## config.mk

```make
export PLATFORM = sky130hd
export DESIGN_NAME = nervous_alarm_controller
export DESIGN_NICKNAME = d
export VERILOG_FILES = /design/src/rtl/nervous_alarm_pkg.sv /design/src/rtl/abnormality_persistence_filter.sv /design/src/rtl/nervous_alarm_controller.sv
export SDC_FILE = /design/constraint.sdc
export NUM_CORES = 1
export LEC_CHECK = 0
export CORE_MARGIN = 8
export CORE_UTILIZATION = 50
export CTS_CLUSTER_SIZE = 14
export DETAILED_ROUTE_END_ITERATION = 8
export PLACE_DENSITY = 0.77
export SETUP_SLACK_MARGIN = 0.5
export SKIP_CTS_REPAIR_TIMING = 1
export SYNTH_ARGS = -nofsm -noshare
export SYNTH_HDL_FRONTEND = slang
export SYNTH_SLANG_ARGS = --single-unit
export TNS_END_PERCENT = 50
```

## constraint.sdc

```tcl
create_clock -name clock -period 2.01 [get_ports clock]
set_input_delay 0.402 -clock clock [delete_from_list [all_inputs] [get_ports clock]]
set_output_delay 0.402 -clock clock [all_outputs]
set_load 0.02 [all_outputs]
```

## src/rtl/nervous_alarm_pkg.sv

```systemverilog
// Shared types for the nervous alarm controller: FSM state encoding and severity codes.
// Latency: n/a (types and constants only).
// Backpressure: n/a.
package nervous_alarm_pkg;

   typedef enum logic [1:0] {
      ST_IDLE    = 2'd0,
      ST_QUALIFY = 2'd1,
      ST_ALARM   = 2'd2,
      ST_HOLDOFF = 2'd3
   } state_t;

   localparam logic [1:0] NORMAL   = 2'd0;
   localparam logic [1:0] MILD     = 2'd1;
   localparam logic [1:0] SEVERE   = 2'd2;
   localparam logic [1:0] CRITICAL = 2'd3;

endpackage

```

## src/rtl/abnormality_persistence_filter.sv

```systemverilog
// Tracks runs of identical non-zero severity codes and pulses when a run reaches PERSIST_CYCLES.
// Latency: qualified is combinational on the edge that samples the PERSIST_CYCLES-th matching code.
// Backpressure: none; enable=0 clears the run so a new qualification always needs a full run.
// Ports: clock, reset (sync, active-high), enable (FSM is idle/qualifying), sample (severity code),
//        qualified (pulse, this edge completes a run), candidate (code of the run after this edge).
module abnormality_persistence_filter
   import nervous_alarm_pkg::*;
#(
   parameter int PERSIST_CYCLES = 4
) (
   input  logic       clock,
   input  logic       reset,
   input  logic       enable,
   input  logic [1:0] sample,
   output logic       qualified,
   output logic [1:0] candidate
);

   localparam logic [7:0] PERSIST_W = 8'(PERSIST_CYCLES);

   logic [1:0] cand_q, cand_d;
   logic [7:0] cnt_q, cnt_d;
   logic [7:0] run_len;

   always_comb begin
      cand_d    = cand_q;
      cnt_d     = cnt_q;
      qualified = 1'b0;
      run_len   = 8'd0;
      if (!enable || sample == NORMAL) begin
         cand_d = NORMAL;
         cnt_d  = 8'd0;
      end else begin
         // A live run continues only on an exact code match; any other non-zero code starts over.
         if (cnt_q != 8'd0 && sample == cand_q) begin
            run_len = cnt_q + 8'd1;
         end else begin
            run_len = 8'd1;
         end
         cand_d = sample;
         if (run_len == PERSIST_W) begin
            qualified = 1'b1;
            cnt_d     = 8'd0;
         end else begin
            cnt_d = run_len;
         end
      end
      candidate = cand_d;
   end

   always_ff @(posedge clock) begin
      if (reset) begin
         cand_q <= NORMAL;
         cnt_q  <= 8'd0;
      end else begin
         cand_q <= cand_d;
         cnt_q  <= cnt_d;
      end
   end

endmodule

```

## src/rtl/nervous_alarm_controller.sv

```systemverilog
// Raises a latched alarm after PERSIST_CYCLES identical non-zero severity samples; ack starts a holdoff.
// Latency: alarm/alarmLevel/eventCount update on the edge sampling the qualifying code (registered outputs).
// Backpressure: none; inputs are ignored while in HOLDOFF, ack is ignored outside ALARM.
// Ports: clock, reset (sync, active-high), nervousAbnormality (severity code), ack (operator level),
//        alarm, alarmLevel, eventCount (saturating count of qualified alarms).
// Macro NERVOUS_ALARM_ESCALATION_EN: when defined, a higher code during ALARM raises alarmLevel.
module nervous_alarm_controller
   import nervous_alarm_pkg::*;
#(
   parameter int PERSIST_CYCLES = 4,
   parameter int HOLDOFF_CYCLES = 8,
   parameter int CNT_WIDTH      = 8
) (
   input  logic                 clock,
   input  logic                 reset,
   input  logic [1:0]           nervousAbnormality,
   input  logic                 ack,
   output logic                 alarm,
   output logic [1:0]           alarmLevel,
   output logic [CNT_WIDTH-1:0] eventCount
);

   localparam logic [7:0]           HOLD_LAST = 8'(HOLDOFF_CYCLES - 1);
   localparam logic [CNT_WIDTH-1:0] EVENT_MAX = {CNT_WIDTH{1'b1}};

   state_t               state_q, state_d;
   logic                 alarm_q, alarm_d;
   logic [1:0]           level_q, level_d;
   logic [CNT_WIDTH-1:0] event_q, event_d;
   logic [7:0]           hold_q, hold_d;

   logic       filt_en;
   logic       qualified;
   logic [1:0] candidate;

   assign filt_en = (state_q == ST_IDLE) || (state_q == ST_QUALIFY);

   abnormality_persistence_filter #(
      .PERSIST_CYCLES(PERSIST_CYCLES)
   ) u_filter (
      .clock     (clock),
      .reset     (reset),
      .enable    (filt_en),
      .sample    (nervousAbnormality),
      .qualified (qualified),
      .candidate (candidate)
   );

   always_comb begin
      state_d = state_q;
      alarm_d = alarm_q;
      level_d = level_q;
      event_d = event_q;
      hold_d  = hold_q;
      case (state_q)
         ST_IDLE, ST_QUALIFY: begin
            if (qualified) begin
               state_d = ST_ALARM;
               alarm_d = 1'b1;
               level_d = candidate;
               if (event_q != EVENT_MAX) begin
                  event_d = event_q + 1'b1;
               end
            end else if (nervousAbnormality != NORMAL) begin
               state_d = ST_QUALIFY;
            end else begin
               state_d = ST_IDLE;
            end
         end
         ST_ALARM: begin
`ifdef NERVOUS_ALARM_ESCALATION_EN
            // Escalation wins over a coincident ack so a worsening event is never silenced.
            if (nervousAbnormality > level_q) begin
               level_d = nervousAbnormality;
            end else if (ack) begin
               state_d = ST_HOLDOFF;
               alarm_d = 1'b0;
               hold_d  = 8'd0;
            end
`else
            if (ack) begin
               state_d = ST_HOLDOFF;
               alarm_d = 1'b0;
               hold_d  = 8'd0;
            end
`endif
         end
         ST_HOLDOFF: begin
            // hold_q counts HOLDOFF edges already spent; the last one returns to IDLE.
            if (hold_q == HOLD_LAST) begin
               state_d = ST_IDLE;
               hold_d  = 8'd0;
               level_d = NORMAL;
            end else begin
               hold_d = hold_q + 8'd1;
            end
         end
         default: begin
            state_d = ST_IDLE;
         end
      endcase
   end

   always_ff @(posedge clock) begin
      if (reset) begin
         state_q <= ST_IDLE;
         alarm_q <= 1'b0;
         level_q <= NORMAL;
         event_q <= '0;
         hold_q  <= 8'd0;
      end else begin
         state_q <= state_d;
         alarm_q <= alarm_d;
         level_q <= level_d;
         event_q <= event_d;
         hold_q  <= hold_d;
      end
   end

   assign alarm      = alarm_q;
   assign alarmLevel = level_q;
   assign eventCount = event_q;

endmodule

```

==> results of run 1 <==
[worst max-delay path: cells and delay by family, from the launching register on]
family / cells / cell delay [ns]
simple gates: 2 / 0.57
flops: 1 / 0.35
compound gates: 2 / 0.34
mux: 1 / 0.32
buf+inv: 1 / 0.18
fa+ha+maj: 1 / 0.15
[metrics by stage]
stage                     utilization (%)  cells  hold WS [ns]  total power, mW  setup WS [ns]
after floorplan                         -    180         0.476            0.683          0.121
after global placement               63.4    248         0.451            0.712         -0.221
after detailed placement             63.4    248         0.456            0.713         -0.300
after CTS                            65.7    256         0.475             1.13        -0.0930
after global routing                 68.3    257         0.508             1.16         -0.114
final                                68.3    257         0.467             1.12        -0.0195
[cell families after synthesis]
family	after synthesis	share of synthesized area (%)
AO/OA/AOI/OAI	28	12.9
XOR/XNOR	12	6.57
multiplexers	7	5.63
flip-flops	31	38.8
adder cells (fa/ha/maj)	4	3.13
AND/OR/NAND/NOR	82	28.1
buffers and inverters	16	4.85
[routing by layer]
metal	track usage [%]	share of wire (%)	vias up
li1	-	-	696
met1	14.6	40	666
met2	25.0	54	14
met3	4.95	3.3	11
met4	6.44	2.3	0
met5	0	0	-
[synth_stat cells (all sizes together) (2+ instances only)]
cell	count	share of area [%]
buf	4	2.0
or4	5	2.6
nand3	12	3.8
o31ai	4	1.9
ha	4	3.1
a22oi	2	0.94
o21bai	3	1.4
inv	10	2.3
nor3	4	1.3
mux2i	3	1.9
and3	3	1.2
clkbuf	2	0.47
nor2	26	6.1
and2	2	0.78
or3	3	1.2
mux2	4	3.8
a21oi	7	2.2
nor4	4	2.7
a31oi	2	0.78
nand2	11	3.0
nor2b	6	2.3
o21ai	3	0.94
xor2	6	3.3
dfxtp	31	39
xnor2	6	3.3
[state kept, by name, indices dropped and copies added (netlist names)]
| name | cells |
|---|---|
| hold_q | 8 |
| u_filter.cnt_q | 8 |
| alarm | 1 |
| u_filter.cand_q | 2 |
| eventCount | 8 |
| state_q | 2 |
| alarmLevel | 2 |
[power by group through the flow]
stage	clock [mW]	combinational (mW)	sequential [mW]
5_1_grt	0.445	0.0882	0.625
3_3_place_gp	0	0.0738	0.638
6_report	0.414	0.0800	0.624
4_1_cts	0.428	0.0752	0.624
3_5_place_dp	0	0.0747	0.639
2_1_floorplan	0	0.0443	0.638
[final cells by class]
type / count / area share, %
Sequential cell: 31 / 30.0
Multi-Input combinational cell: 133 / 47.8
Clock buffer: 8 / 3.30
Inverter: 10 / 1.80
Tap cell: 44 / 2.64
Timing Repair Buffer: 31 / 14.5
[final timing paths]
path / slack, ns / to / from / cells past startpoint
hold / removal: 0.47 / alarmLevel[0] / alarmLevel[0] / 2
hold reg to reg: 0.47 / alarmLevel[0] / alarmLevel[0] / 2
setup reg to reg: -0.02 / eventCount[3] / u_filter.cnt_q[1] / 7
setup / recovery: -0.02 / eventCount[3] / u_filter.cnt_q[1] / 7
==> metrics.txt, run 1 <==
crit-path max FO 14; Setup Skew 0.00430 ns; num ports 16; # clock sinks 31; clk root buf clkbuf_4; Seq/Total Area, Yosys 38.8%; max_cap viols 0; CP endpoint kind flip-flop; Synth Flop Type dfxtp_1; Die Height 72.6 um; clock latency on the worst-skew pair 0.33 ns; DR vias/cell 5.40; critical path arrival 2.25 ns; initial core utilization 52.4%; Setup Viol. Count Final 1; total number of vias 1387; Die X 72.6 um; outcome complete, but fails checks; PD cells 536 nW/um^2; vias in the first global route 1424; Fill cells 260; most common cell after layout, fill and taps aside dfxtp_1; RePlAce Congestion 0.802; First DRT Iteration DRCs 23; max-slew violation count 0; WP data required 2.23 ns; H-tree level count 2; first-pass GRT wire length 6010 um; Clk pwr share 37.0%; Yosys reg bits 31; cell breakdown of the critical path ha_4, or3_1, a211oi_2, o211ai_2, buf_12, nor4b_4, mux2_4; Post-synth ARST share 0%; Lkg Pwr 0.948 nW; FF/Latch Area 626 um^2; CTS tree done; post-synthesis cell count 180; placed cell areas 1940 um^2; Multi-input gate area 996 um^2; CTS buffer count 5; setup TNS -0.0195 ns; Die Area 5270 um^2; worst vdd ir 0.000357 V; Max Fclk 0.493 GHz; initial antenna violation count 0; DR pass1 iterations 4; Worst setup SP type flip-flop; Least-Margin Pin Slew 0.361 ns; final instance area 2090 um^2; CTS max path bufs 2; internal power 862 uW; critical path type flip-flop to flip-flop; total number of yosys warnings 0; layout cells sized above 1 23.5%; register share of total power 55.8%; ANT nets after route 0; Core Region 3050 um^2; average size of a mapped cell 8.89 um^2; detailed placement HPWL 2670 um; WL final 3550 um; Congestion Overflow GR 0; slew margin rel. 75.7%; Fin. Hold Viols 0; Tmin final 2.03 ns; Unique masters post-synth 43; number of synthesized flops with an enable pin 0; PortBufs 15; Area Growth Syn to Fin 30.3%; Hold WC Path Type flip-flop to flip-flop; crit share post-route 101%; clock slew at reported path FFs 0.09 ns; total track usage 14.2%; WL/cell 13.8 um; number of cell rows 20; failing checks setup timing; Post-Syn Nets 189; largest net degree at the start of global routing 15; Sw Pwr 257 uW; combinational power share 7.2%; most frequent cells in the layout 27 x dfxtp_1, 26 x nor2_1, 15 x buf_4, 12 x nand3_1; CP max stage delay 0.35 ns; unrepaired setup endpoints after global routing yes; mapped cell area 1600 um^2; Nets 221; # DRC 0; final setup margin -0.0195 ns; n_diodes 0; Switching Fraction 23.0%; Slowest-stage cell, CP dfxtp_2
No activity file was read; power rests on OpenSTA's default activity.
==> inputs of run 2 (changes only) <==
- CORE_ASPECT_RATIO: default -> 1.1
- PLACE_DENSITY: 0.77 -> 0.74
- clock period: 2.01 -> 2.3 ns (I/O delays scaled with it)
==> run 2 against run 1 <==
The run now ends clean. Non-clock buffer count decreased by 2. Sequential cell count unchanged. Sequential share of layout area increased by 0.63 points. Via count about the same. Final cell count decreased by 5.1%. Die area about the same. Core utilization decreased by 1.2 points. Highest routed layer unchanged.
==> metrics.txt, run 2 (synthesis results as in run 1) <==
cell breakdown of the critical path ha_4, or3_4, a211oi_4, o211ai_4, buf_4, nor4_4, mux2_4; combinational power share 7.6%; register share of total power 58.2%; # DRC 0; CTS max path bufs 2; R2R Path End eventCount[4]; post-layout util 67.2%; PortBufs 15; Die Height 75.3 um; number of cell rows 21; initial core utilization 52.5%; CTS buffer count 5; Congestion Overflow GR 0; DR pass1 iterations 4; CP max stage delay 0.37 ns; WL/cell 14.2 um; critical path arrival 2.32 ns; Final Power 937 uW; total track usage 12.7%; vias in the first global route 1308; clock slew at reported path FFs 0.10 ns; unrepaired setup endpoints after global routing yes; Fin. Hold Viols 0; met1 usage 12.5%; worst vdd ir 0.000400 V; final instance area 2050 um^2; crit-path max FO 7; most frequent cells in the layout 28 x dfxtp_1, 25 x nor2_1, 15 x clkdlybuf4s50_1, 12 x nand3_1; Worst setup SP type flip-flop; total number of vias 1386; worst reg2reg setup slack 0.21 ns; hold path cells 2; max_cap viols 0; WP data required 2.53 ns; Setup Viol. Count Final 0; max-slew violation count 0; r2r startpoint u_filter.cnt_q[0]; outcome finished, final reports clean; CTS tree done; Sw Pwr 223 uW; Die Area 5270 um^2; crit share post-route 90.7%; Switching Fraction 23.8%; Final Non-Filler Cells 244; hold_ws 0.466 ns; CP endpoint kind flip-flop; Tmin final 2.09 ns; initial antenna violation count 0; PD cells 458 nW/um^2; Lkg Pwr 0.741 nW; met3 Use GR 5.99%; DR vias/cell 5.68; most common cell after layout, fill and taps aside dfxtp_1; RePlAce Congestion 0.783; WL final 3460 um; Least-Margin Pin Slew 0.502 ns; hold_sp alarm; grt met2 use 22.3%; largest net degree at the start of global routing 14; num ports 16; Setup Skew 0.0134 ns; Core Region 3050 um^2; clk root buf clkbuf_4; Clk pwr share 34.2%; GRT busiest layer met2; Max Fclk 0.479 GHz; layout cells sized above 1 21.9%; internal power 714 uW; detailed placement HPWL 2370 um; placed cell areas 1850 um^2; Nets 219; ANT nets after route 0; slew margin rel. 66.3%; First DRT Iteration DRCs 58; Hold WC Path Type flip-flop to flip-flop; Slowest-stage cell, CP dfxtp_4; first-pass GRT wire length 5470 um; # clock sinks 31; clock latency on the worst-skew pair 0.33 ns; Die X 69.9 um; H-tree level count 2; Hold Path End alarm; critical path type flip-flop to flip-flop; Reg2Reg Depth 7; Area Growth Syn to Fin 27.9%; Placed Cells incl. Taps 228; n_diodes 0; Fill cells 254
-- run 2: cell types whose count changed in the layout (fill, tap and decap cells not counted), sizes merged --
cell           change
clkinv             +1
dlymetal6s2s      -10
clkdlybuf4s50     +11
clkbuf             -3
buf                -2
-- run 2: metal layers --
metal | vias to the layer above | wire length [um]
met5 | - | 0
li1 | 688 | -
met3 | 7 | 231
met2 | 38 | 1670
met1 | 653 | 1500
met4 | 0 | 63
-- run 2: worst max-delay path by stage --
| stage | from | to | slack (ns) | cells past startpoint |
|---|---|---|---|---|
| floorplan | u_filter.cnt_q[0] | eventCount[5] | 0.41 | 7 |
| global placement | nervousAbnormality[1] | eventCount[3] | 0.03 | 6 |
| detailed placement | nervousAbnormality[1] | eventCount[3] | -0.04 | 6 |
| CTS | u_filter.cnt_q[0] | eventCount[5] | 0.11 | 7 |
| global route | u_filter.cnt_q[0] | eventCount[1] | 0.16 | 7 |
| finish | u_filter.cnt_q[0] | eventCount[4] | 0.21 | 7 |
-- run 2: through the flow --
stage | setup TNS [ns] | worst slack (ns)
final | 0 | 0.214
after global routing | 0 | 0.156
after CTS | 0 | 0.106
after detailed placement | -0.137 | -0.0405
after global placement | 0 | 0.0329
after floorplan | 0 | 0.411
-- run 2: power by group through the flow --
stage,clock [mW],combinational (mW),sequential [mW]
after global placement,0,0.0578,0.559
after CTS,0.331,0.0598,0.546
after global routing,0.355,0.0766,0.546
after floorplan,0,0.0399,0.558
after detailed placement,0,0.0593,0.558
final,0.321,0.0713,0.546
-- run 2: worst max-delay path, delay by kind of cell, from the launching register on --
kind / cells / cell delay (ns)
AND/OR/NAND/NOR: 2 / 0.49
AO/OA/AOI/OAI: 2 / 0.46
flip-flops: 1 / 0.37
multiplexers: 1 / 0.32
buffers and inverters: 1 / 0.19
adder cells (fa/ha/maj): 1 / 0.16
-- run 2: final cells by class --
type	count	area [um^2]	area share (%)
clock inverters	1	5.00	0.244
well taps	34	42.5	2.08
clock buffers	6	51.3	2.51
repair buffers	29	288	14.1
multi-input cells	133	996	48.7
flip-flops and latches	31	627	30.6
inverters	10	37.5	1.83
==> inputs of run 3 (changes only) <==
- MAX_ROUTING_LAYER: default -> met4
- SLEW_MARGIN: default -> 5
==> run 3 against run 2 <==
Hold slack about the same. Core utilization did not move. Register-to-register slack hardly changed. Sequential power about the same. Fmax hardly changed. Via count up 0.94%. Final cell count stayed put. Global-route usage increased by 0.36 points.
==> metrics.txt, run 3 (synthesis results as in run 1) <==
CP top delay family simple AND/OR/NAND/NOR gates; CP max stage delay 0.37 ns; Nets 219; ANT nets after route 0; CP endpoint kind flip-flop; Setup Viol. Count Final 0; WL/cell 14.3 um; DR pass1 iterations 4; # clock sinks 31; Core Region 3050 um^2; Worst setup SP type flip-flop; # DRC 0; first-pass GRT wire length 5470 um; Congestion Overflow GR 0; largest net degree at the start of global routing 14; most common cell after layout, fill and taps aside dfxtp_1; post-layout util 67.2%; worst vdd ir 0.000401 V; Buffers & Inverters on Critical Path 1; CTS buffer count 5; total track usage 13.0%; CTS max path bufs 2; Slowest-stage cell, CP dfxtp_4; WP data required 2.54 ns; Area Growth Syn to Fin 27.9%; Hold WC Path Type flip-flop to flip-flop; number of cell rows 21; Lkg Pwr 0.741 nW; final setup margin 0.215 ns; crit-path max FO 7; max-slew violation count 0; Setup Skew 0.0159 ns; unrepaired setup endpoints after global routing yes; crit share post-route 90.6%; slew margin rel. 66.3%; Tmin final 2.08 ns; H-tree level count 2; pre-CTS setup slack -0.0405 ns; PortBufs 15; Fin. Hold Viols 0; Max Fclk 0.480 GHz; critical path arrival 2.32 ns; outcome finished, final reports clean; Least-Margin Pin Slew 0.502 ns; Die Height 75.3 um; RePlAce Congestion 0.793; initial core utilization 52.5%; most frequent cells in the layout 28 x dfxtp_1, 25 x nor2_1, 15 x clkdlybuf4s50_1, 12 x nand3_1; Fill cells 254; cell breakdown of the critical path ha_4, or3_4, a211oi_4, o211ai_4, buf_4, nor4_4, mux2_4; PD cells 459 nW/um^2; Die Area 5270 um^2; num ports 16; FF/Latch Area 627 um^2; Die X 69.9 um; WL final 3490 um; clock slew at reported path FFs 0.10 ns; clk root buf clkbuf_4; initial antenna violation count 0; hold_ws 0.466 ns; layout cells sized above 1 21.9%; n_diodes 0; critical path type flip-flop to flip-flop; CTS tree done; First DRT Iteration DRCs 72; clock latency on the worst-skew pair 0.33 ns; DR vias/cell 5.73; detailed placement HPWL 2370 um; Multi-input gate area 996 um^2; vias in the first global route 1309; max_cap viols 0; total number of vias 1399
-- run 3: worst register-to-register path, delay by kind of cell (launching register included) --
kind            cells  cell delay [ns]
mux                 1             0.32
buf+inv             1             0.19
fa+ha+maj           1             0.16
compound gates      2             0.46
flops               1             0.37
simple gates        2             0.49
-- run 3: path summary, 6_finish.rpt --
kind / from / end / slack (ns) / cells after the start
setup / recovery: u_filter.cnt_q[0] / eventCount[4] / 0.22 / 7
hold / removal: alarm / alarm / 0.47 / 2
setup reg to reg: u_filter.cnt_q[0] / eventCount[4] / 0.22 / 7
hold reg to reg: alarm / alarm / 0.47 / 2
-- run 3: metal layers --
layer  GRT usage (%)  routed length, um  up-vias
li1                -                  -      691
met1            12.5               1540      661
met2            22.3               1670       40
met3            5.86                214        7
met4            6.25                 64        0
met5               -                  0        -
-- run 3: through the flow --
stage	setup TNS [ns]	power, mW	cell area (um^2)	std cells
finish	0	0.940	2050	244
global route	0	0.977	2050	244
CTS	0	0.937	1910	235
detailed placement	-0.137	0.618	1850	228
global placement	0	0.616	1850	228
floorplan	0	0.598	1660	180
-- run 3: final cells by class --
| cell class | instances | share of cell area, % |
|---|---|---|
| clock buffers | 6 | 2.51 |
| clock inverters | 1 | 0.244 |
| inverters | 10 | 1.83 |
| multi-input cells | 133 | 48.7 |
| flip-flops and latches | 31 | 30.6 |
| well taps | 34 | 2.08 |
| repair buffers | 29 | 14.1 |
-- run 3: where the power goes --
| group | switching [mW] | leakage [nW] | internal, mW |
|---|---|---|---|
| clock | 0.182 | 0.0341 | 0.141 |
| sequential | 0.00458 | 0.252 | 0.541 |
| combinational | 0.0394 | 0.455 | 0.0319 |
